`src/rtl/port_bus_master.sv`:
```
// -----------------------------------------------------------------------------
// port_bus_master
//
// Turns a stream of queued host commands into processor-style port bus cycles.
// Each command takes two cycles on the bus: a SETUP cycle with port_id (and
// out_port for writes) stable and both strobes low, then a STROBE cycle with
// exactly one of write_strobe / read_strobe high. Reads capture in_port at
// the end of STROBE into a single-entry response register. A read is held in
// SETUP until that register is empty, so a response is never overwritten.
// An existing write_strobe-qualified register decode and a combinational
// in_port mux on port_id can sit on this bus unchanged.
//
// Parameters
//   FIFO_DEPTH   command FIFO entries (power of two, 2..16)
//
// Ports
//   clk          system clock, all state changes on the rising edge
//   reset        asynchronous, active-high reset
//   cmd_valid    host offers a command
//   cmd_ready    FIFO not full (registered, no path from cmd_valid)
//   cmd_write    1 = port write, 0 = port read
//   cmd_port     target port address
//   cmd_data     write data (ignored for reads)
//   port_id      port address driven to peripherals
//   out_port     write data driven to peripherals
//   write_strobe one-cycle write qualifier
//   read_strobe  one-cycle read qualifier
//   in_port      combinational read data from the peripheral decode
//   rsp_valid    read response held
//   rsp_ready    host consumes the response
//   rsp_data     captured read data
//   rsp_port     port address of the captured read
//   busy         FIFO non-empty or a bus cycle in progress
// -----------------------------------------------------------------------------
module port_bus_master #(
  parameter int FIFO_DEPTH = 4
) (
  input  logic       clk,
  input  logic       reset,
  input  logic       cmd_valid,
  output logic       cmd_ready,
  input  logic       cmd_write,
  input  logic [7:0] cmd_port,
  input  logic [7:0] cmd_data,
  output logic [7:0] port_id,
  output logic [7:0] out_port,
  output logic       write_strobe,
  output logic       read_strobe,
  input  logic [7:0] in_port,
  output logic       rsp_valid,
  input  logic       rsp_ready,
  output logic [7:0] rsp_data,
  output logic [7:0] rsp_port,
  output logic       busy
);

  localparam int               PTR_W    = $clog2(FIFO_DEPTH);
  localparam int               CNT_W    = PTR_W + 1;
  localparam logic [CNT_W-1:0] FULL_CNT = CNT_W'(FIFO_DEPTH);

  typedef struct packed {
    logic       write;
    logic [7:0] port;
    logic [7:0] data;
  } cmd_t;

  typedef enum logic [1:0] {
    IDLE,
    SETUP,
    STROBE
  } state_e;

  // ---------------------------------------------------------------------------
  // Command FIFO
  // ---------------------------------------------------------------------------
  cmd_t             mem_q [FIFO_DEPTH];
  logic [PTR_W-1:0] wr_ptr_q;
  logic [PTR_W-1:0] rd_ptr_q;
  logic [CNT_W-1:0] count_q;
  logic [CNT_W-1:0] count_d;
  cmd_t             head;
  logic             push;
  logic             pop;

  state_e     state_q;
  logic       cur_write_q;
  logic [7:0] port_id_q;
  logic [7:0] out_port_q;
  logic       write_strobe_q;
  logic       read_strobe_q;
  logic       rsp_valid_q;
  logic [7:0] rsp_data_q;
  logic [7:0] rsp_port_q;

  assign cmd_ready = (count_q != FULL_CNT);
  assign push      = cmd_valid && cmd_ready;
  assign head      = mem_q[rd_ptr_q];
  // The FSM only takes a new command from IDLE or while leaving STROBE, so a
  // push into an empty FIFO is always seen one cycle later, never bypassed.
  assign pop       = (count_q != '0) && ((state_q == IDLE) || (state_q == STROBE));

  always_comb begin
    // NOTE: default first so every path assigns count_d and no latch is inferred.
    count_d = count_q;
    if (push && !pop) begin
      count_d = count_q + CNT_W'(1);
    end else if (!push && pop) begin
      count_d = count_q - CNT_W'(1);
    end
  end

  // Pointers wrap naturally because FIFO_DEPTH is a power of two.
  always_ff @(posedge clk or posedge reset) begin
    if (reset) begin
      // NOTE: sequential state uses non-blocking assignments only.
      wr_ptr_q <= '0;
      rd_ptr_q <= '0;
      count_q  <= '0;
    end else begin
      if (push) wr_ptr_q <= wr_ptr_q + PTR_W'(1);
      if (pop)  rd_ptr_q <= rd_ptr_q + PTR_W'(1);
      count_q <= count_d;
    end
  end

  // NOTE: storage is not reset; emptiness is defined by count_q alone.
  always_ff @(posedge clk) begin
    if (push) begin
      mem_q[wr_ptr_q] <= '{write: cmd_write, port: cmd_port, data: cmd_data};
    end
  end

  // ---------------------------------------------------------------------------
  // Bus cycle FSM with registered outputs
  // ---------------------------------------------------------------------------
  always_ff @(posedge clk or posedge reset) begin
    if (reset) begin
      state_q        <= IDLE;
      cur_write_q    <= 1'b0;
      port_id_q      <= '0;
      out_port_q     <= '0;
      write_strobe_q <= 1'b0;
      read_strobe_q  <= 1'b0;
      rsp_valid_q    <= 1'b0;
      rsp_data_q     <= '0;
      rsp_port_q     <= '0;
    end else begin
      // NOTE: strobes default low each cycle so they can only ever be one-cycle pulses.
      write_strobe_q <= 1'b0;
      read_strobe_q  <= 1'b0;

      if (rsp_valid_q && rsp_ready) rsp_valid_q <= 1'b0;

      case (state_q)
        IDLE: begin
          if (pop) state_q <= SETUP;
        end
        SETUP: begin
          // Reads wait here until the response register is free.
          if (cur_write_q || !rsp_valid_q) begin
            state_q        <= STROBE;
            write_strobe_q <= cur_write_q;
            read_strobe_q  <= !cur_write_q;
          end
        end
        STROBE: begin
          // Capture wins over a same-edge consume, so the new data is kept.
          if (!cur_write_q) begin
            rsp_valid_q <= 1'b1;
            rsp_data_q  <= in_port;
            rsp_port_q  <= port_id_q;
          end
          state_q <= pop ? SETUP : IDLE;
        end
        default: state_q <= IDLE;
      endcase

      // port_id holds otherwise; out_port only moves for writes.
      if (pop) begin
        cur_write_q <= head.write;
        port_id_q   <= head.port;
        if (head.write) out_port_q <= head.data;
      end
    end
  end

  assign port_id      = port_id_q;
  assign out_port     = out_port_q;
  assign write_strobe = write_strobe_q;
  assign read_strobe  = read_strobe_q;
  assign rsp_valid    = rsp_valid_q;
  assign rsp_data     = rsp_data_q;
  assign rsp_port     = rsp_port_q;
  assign busy         = (count_q != '0) || (state_q != IDLE);

endmodule

```
`config.mk`:
```
export PLATFORM = sky130hd
export DESIGN_NAME = port_bus_master
export DESIGN_NICKNAME = d
export VERILOG_FILES = /design/src/rtl/port_bus_master.sv
export SDC_FILE = /design/constraint.sdc
export NUM_CORES = 1
export LEC_CHECK = 0
export ABC_AREA = 1
export BUFFER_PORTS_ARGS = -buffer_cell sky130_fd_sc_hd__buf_2
export CORE_MARGIN = 4
export CORE_UTILIZATION = 30
export CTS_CLUSTER_DIAMETER = 50
export DETAILED_ROUTE_END_ITERATION = 7
export GPL_ROUTABILITY_DRIVEN = 1
export PLACE_DENSITY = 0.57
export REMOVE_ABC_BUFFERS = 1
export SETUP_SLACK_MARGIN = 0.4
export SYNTH_ARGS = -nofsm -noshare
export SYNTH_HDL_FRONTEND = slang
export SYNTH_SLANG_ARGS = --single-unit
```
`constraint.sdc`:
```
create_clock -name clk -period 2.7 [get_ports clk]
set_input_delay 0.135 -clock clk [delete_from_list [all_inputs] [get_ports clk]]
set_output_delay 0.135 -clock clk [all_outputs]
set_load 0.01 [all_outputs]
```
==> results.toml <==
[final_layout]
num_antenna_cells = 0
drive_above_1_share = 0.2022
final_nets = 576
seq_area_mm2 = 0.003168
synthToLayoutAreaGrowth_pct = 29.07
fin_util = 0.3957
design_area_mm2 = 0.006016
multi_input_area_mm2 = 0.001096
post_layout_nonfiller_instances = 742
nFillCells = 1484

[worst_setup_path]
cp-start-kind = "register"
cpPeakStageDelay_ns = 0.40
r2r_end = "count_q[2]$_DFFE_PP0P_"
crit_type = "reg -> reg"
crit_start = "count_q[1]$_DFFE_PP0P_"
crit_required_ns = 2.98
worstPathArrival_ns = 2.31
crit_cells = 9
reg2reg_depth = 9
cp_max_fo = 14
reg2reg_from = "count_q[1]$_DFFE_PP0P_"
cp_common_cell = "inv_1"
endpoint_kind = "register"
path_cells = "inv_1 -> nand3_1 -> nand2_2 -> ha_1 -> inv_1 -> fa_1 -> a21oi_1 -> o21ai_0 -> xor2_1"
endpoint = "count_q[2]$_DFFE_PP0P_"
cp.buffers_inverters = 2
cp_top_family = "adder cells"
slowest_stage = "dfrtp_1"
regToRegSetupSlack_ns = 0.67

[synth]
synth_top_cell_area_share = 0.4381
yosys-top-cells-area = "edfxtp_1 (44%), dfrtp_1 (24%), nand2_1 (9.1%)"
ys_types = 23
syn_area_mm2 = 0.004661
synth-seq-cells = 113
synthSimpleGateAreaFrac = 0.1672
yosysTopAreaCell = "edfxtp_1"
avgSynthCellArea_um2 = 10.64
synth.area.mux_share = 0
synth_top_family_by_area = "simple AND/OR/NAND/NOR gates"
synthXorXnorAreaFrac = 0.005638
synth_warnings = 0
yosysSeqAreaShare = 0.6797
synth_compound_area_frac = 0.04456
synthAdderAreaFrac = 0.01772
synth_cells = 438

[die]
rows = 45
start_util = 0.3066
die_y_um = 132.6
die_area_mm2 = 0.01759
core_mm2 = 0.01520
die_w_um = 132.6
ios = 66

[global_route]
grt_pass1_vias = 3138
overflow = 0
grt_pass1_wl_mm = 16.19
grt_use_total = 0.1192
grt_max_degree = 46
antenna_found_initial = 0

[cts]
h-tree-depth = 4
cts_sinks = 113
cts_tree = "built"
cts_root_buf = "clkbuf_16"
cts_max_path_buffers = 2
holdBufCountCts = 27
post_cts_buffers = 0
clock_latency_ns = 0.41
cts_buffers = 17
clk_pin_slew_worst_paths_ns = 0.05
cts_resized = 0

[timing]
tns_ns = 0
relSlewSlack = 0.3509
finalMaxSlewViolations = 0
rsz0062_at_grt = "false"
timing.fmax_mhz = 493.4
fin_crit_ns = 2.027
finalSetupViolCount = 0
worst_pin_slew_ns = 0.9723
min_period_over_period = 0.7506
hold_viol_final = 0
fin_skew_ns = 0.006282

[detailed_routing]
wl_per_cell_um = 13.21
drt.antenna.violating_nets = 0
wirelength_mm = 9.801
vias = 3188
drt_iter0_drc = 208
drt_first_pass_iters = 4
post-route-drc-count = 0
drt-vias-per-instance = 4.296

[worst_hold_path]
min_path_cells = 3
hp-class = "in -> reg"
worstHoldStart = "cmd_valid"

[flow_run]
cap_viol_max_count = 0

[placement]
hpwlAfterDp_mm = 6.077
dp.cells = 683
port_buffers = 65
placed_area_mm2 = 0.005151
gp_congestion = 0.7315

[run_status]
status = "finished clean"

[power_and_ir_drop]
p_leak_nw = 2.811
p_per_area_mw_per_mm2 = 1185
p_total_w = 0.007127
ir_drop_v = 0.0004472
==> cell families (layout without fill, tap and decap cells) <==
group / after synthesis / after routing
compound gates: 41 / 41
xor+xnor: 3 / 3
fa+ha+maj: 6 / 6
buf+inv: 86 / 202
flops: 113 / 113
simple gates: 189 / 189
==> report_power, final <==
group	internal, W	total, W	switching [W]
registers	0.00239	0.00266	0.000263
clock network	0.00145	0.00221	0.000760
logic	0.000782	0.00226	0.00148
total	0.00463	0.00713	0.00250
==> synth_stat cells <==
| master | count |
|---|---|
| xnor2_1 | 1 |
| edfxtp_1 | 68 |
| o21ai_1 | 19 |
| nor2_1 | 43 |
| inv_1 | 68 |
| nand2_1 | 113 |
| inv_4 | 3 |
| nand3_1 | 26 |
| xor2_1 | 2 |
| buf_6 | 7 |
| a21oi_1 | 3 |
| nand2_4 | 2 |
| nand2_2 | 1 |
| o21ai_0 | 18 |
| dfrtp_1 | 45 |
| clkbuf_1 | 1 |
| buf_4 | 2 |
| nor3_1 | 1 |
| buf_2 | 5 |
| fa_1 | 1 |
| ha_1 | 5 |
| nand3_2 | 3 |
| o31ai_1 | 1 |
==> sequential cells by signal, summed over array words and instances, names as in the netlist, 2 cells and up <==
register,cells
rsp_port,8
rd_ptr_q,2
out_port,8
mem_q,68
port_id,8
wr_ptr_q,2
count_q,3
rsp_data,8
state_q,2
==> layout by cell type, fill, tap and decap left out, types with 2 or more instances in the layout <==
master / instances
nand2_1: 113
edfxtp_1: 68
inv_1: 67
buf_2: 65
dfrtp_1: 45
nor2_1: 43
dlygate4sd3_1: 27
nand3_1: 26
o21ai_1: 19
o21ai_0: 18
clkbuf_16: 17
buf_4: 7
ha_1: 5
clkinvlp_4: 4
inv_4: 3
a21oi_1: 3
nand3_2: 3
clkinv_2: 3
bufinv_16: 3
xor2_1: 2
nand2_4: 2
clkbuf_1: 2
inv_6: 2
==> worst min path at each step <==
| stage | to |
|---|---|
| final | wr_ptr_q[0]$_DFFE_PP0P_ |
| after detailed placement | rsp_valid$_DFF_PP0_ |
| after global routing | wr_ptr_q[0]$_DFFE_PP0P_ |
| after CTS | wr_ptr_q[0]$_DFFE_PP0P_ |
| after floorplan | rsp_valid$_DFF_PP0_ |
| after global placement | rsp_valid$_DFF_PP0_ |
==> layer usage <==
metal / wire length, µm / GRT usage / vias to the layer above
li1: - / - / 1599
met1: 4361 / 0.1460 / 1512
met2: 4905 / 0.1957 / 75
met3: 501 / 0.04373 / 2
met4: 33 / 0.03984 / 0
met5: 0 / 0 / -
==> final cells by class <==
| cell class | count | area share |
|---|---|---|
| inverter | 71 | 0.04555 |
| tap | 188 | 0.03910 |
| clock inverter | 13 | 0.02683 |
| timing repair buffer | 99 | 0.1077 |
| multi-input combinational | 239 | 0.1822 |
| sequential | 113 | 0.5266 |
| clock buffer | 19 | 0.07196 |
==> stage by stage <==
step / hold slack (ns) / setup slack (ns)
floorplan: 0.2314 / 0.8199
global placement: 0.3205 / 0.7001
detailed placement: 0.3299 / 0.6644
CTS: 0.1372 / 0.6478
global route: 0.1861 / 0.4361
finish: 0.1487 / 0.6734
==> worst register-to-register path, cell delays in order (launching register included) <==
cell and delay (ns):
dfrtp_1 0.40, inv_1 0.10, nand3_1 0.10, nand2_2 0.27
ha_1 0.21, inv_1 0.06, fa_1 0.37, a21oi_1 0.14
o21ai_0 0.11, xor2_1 0.16
Note: power is estimated with default switching activity, not from simulation.
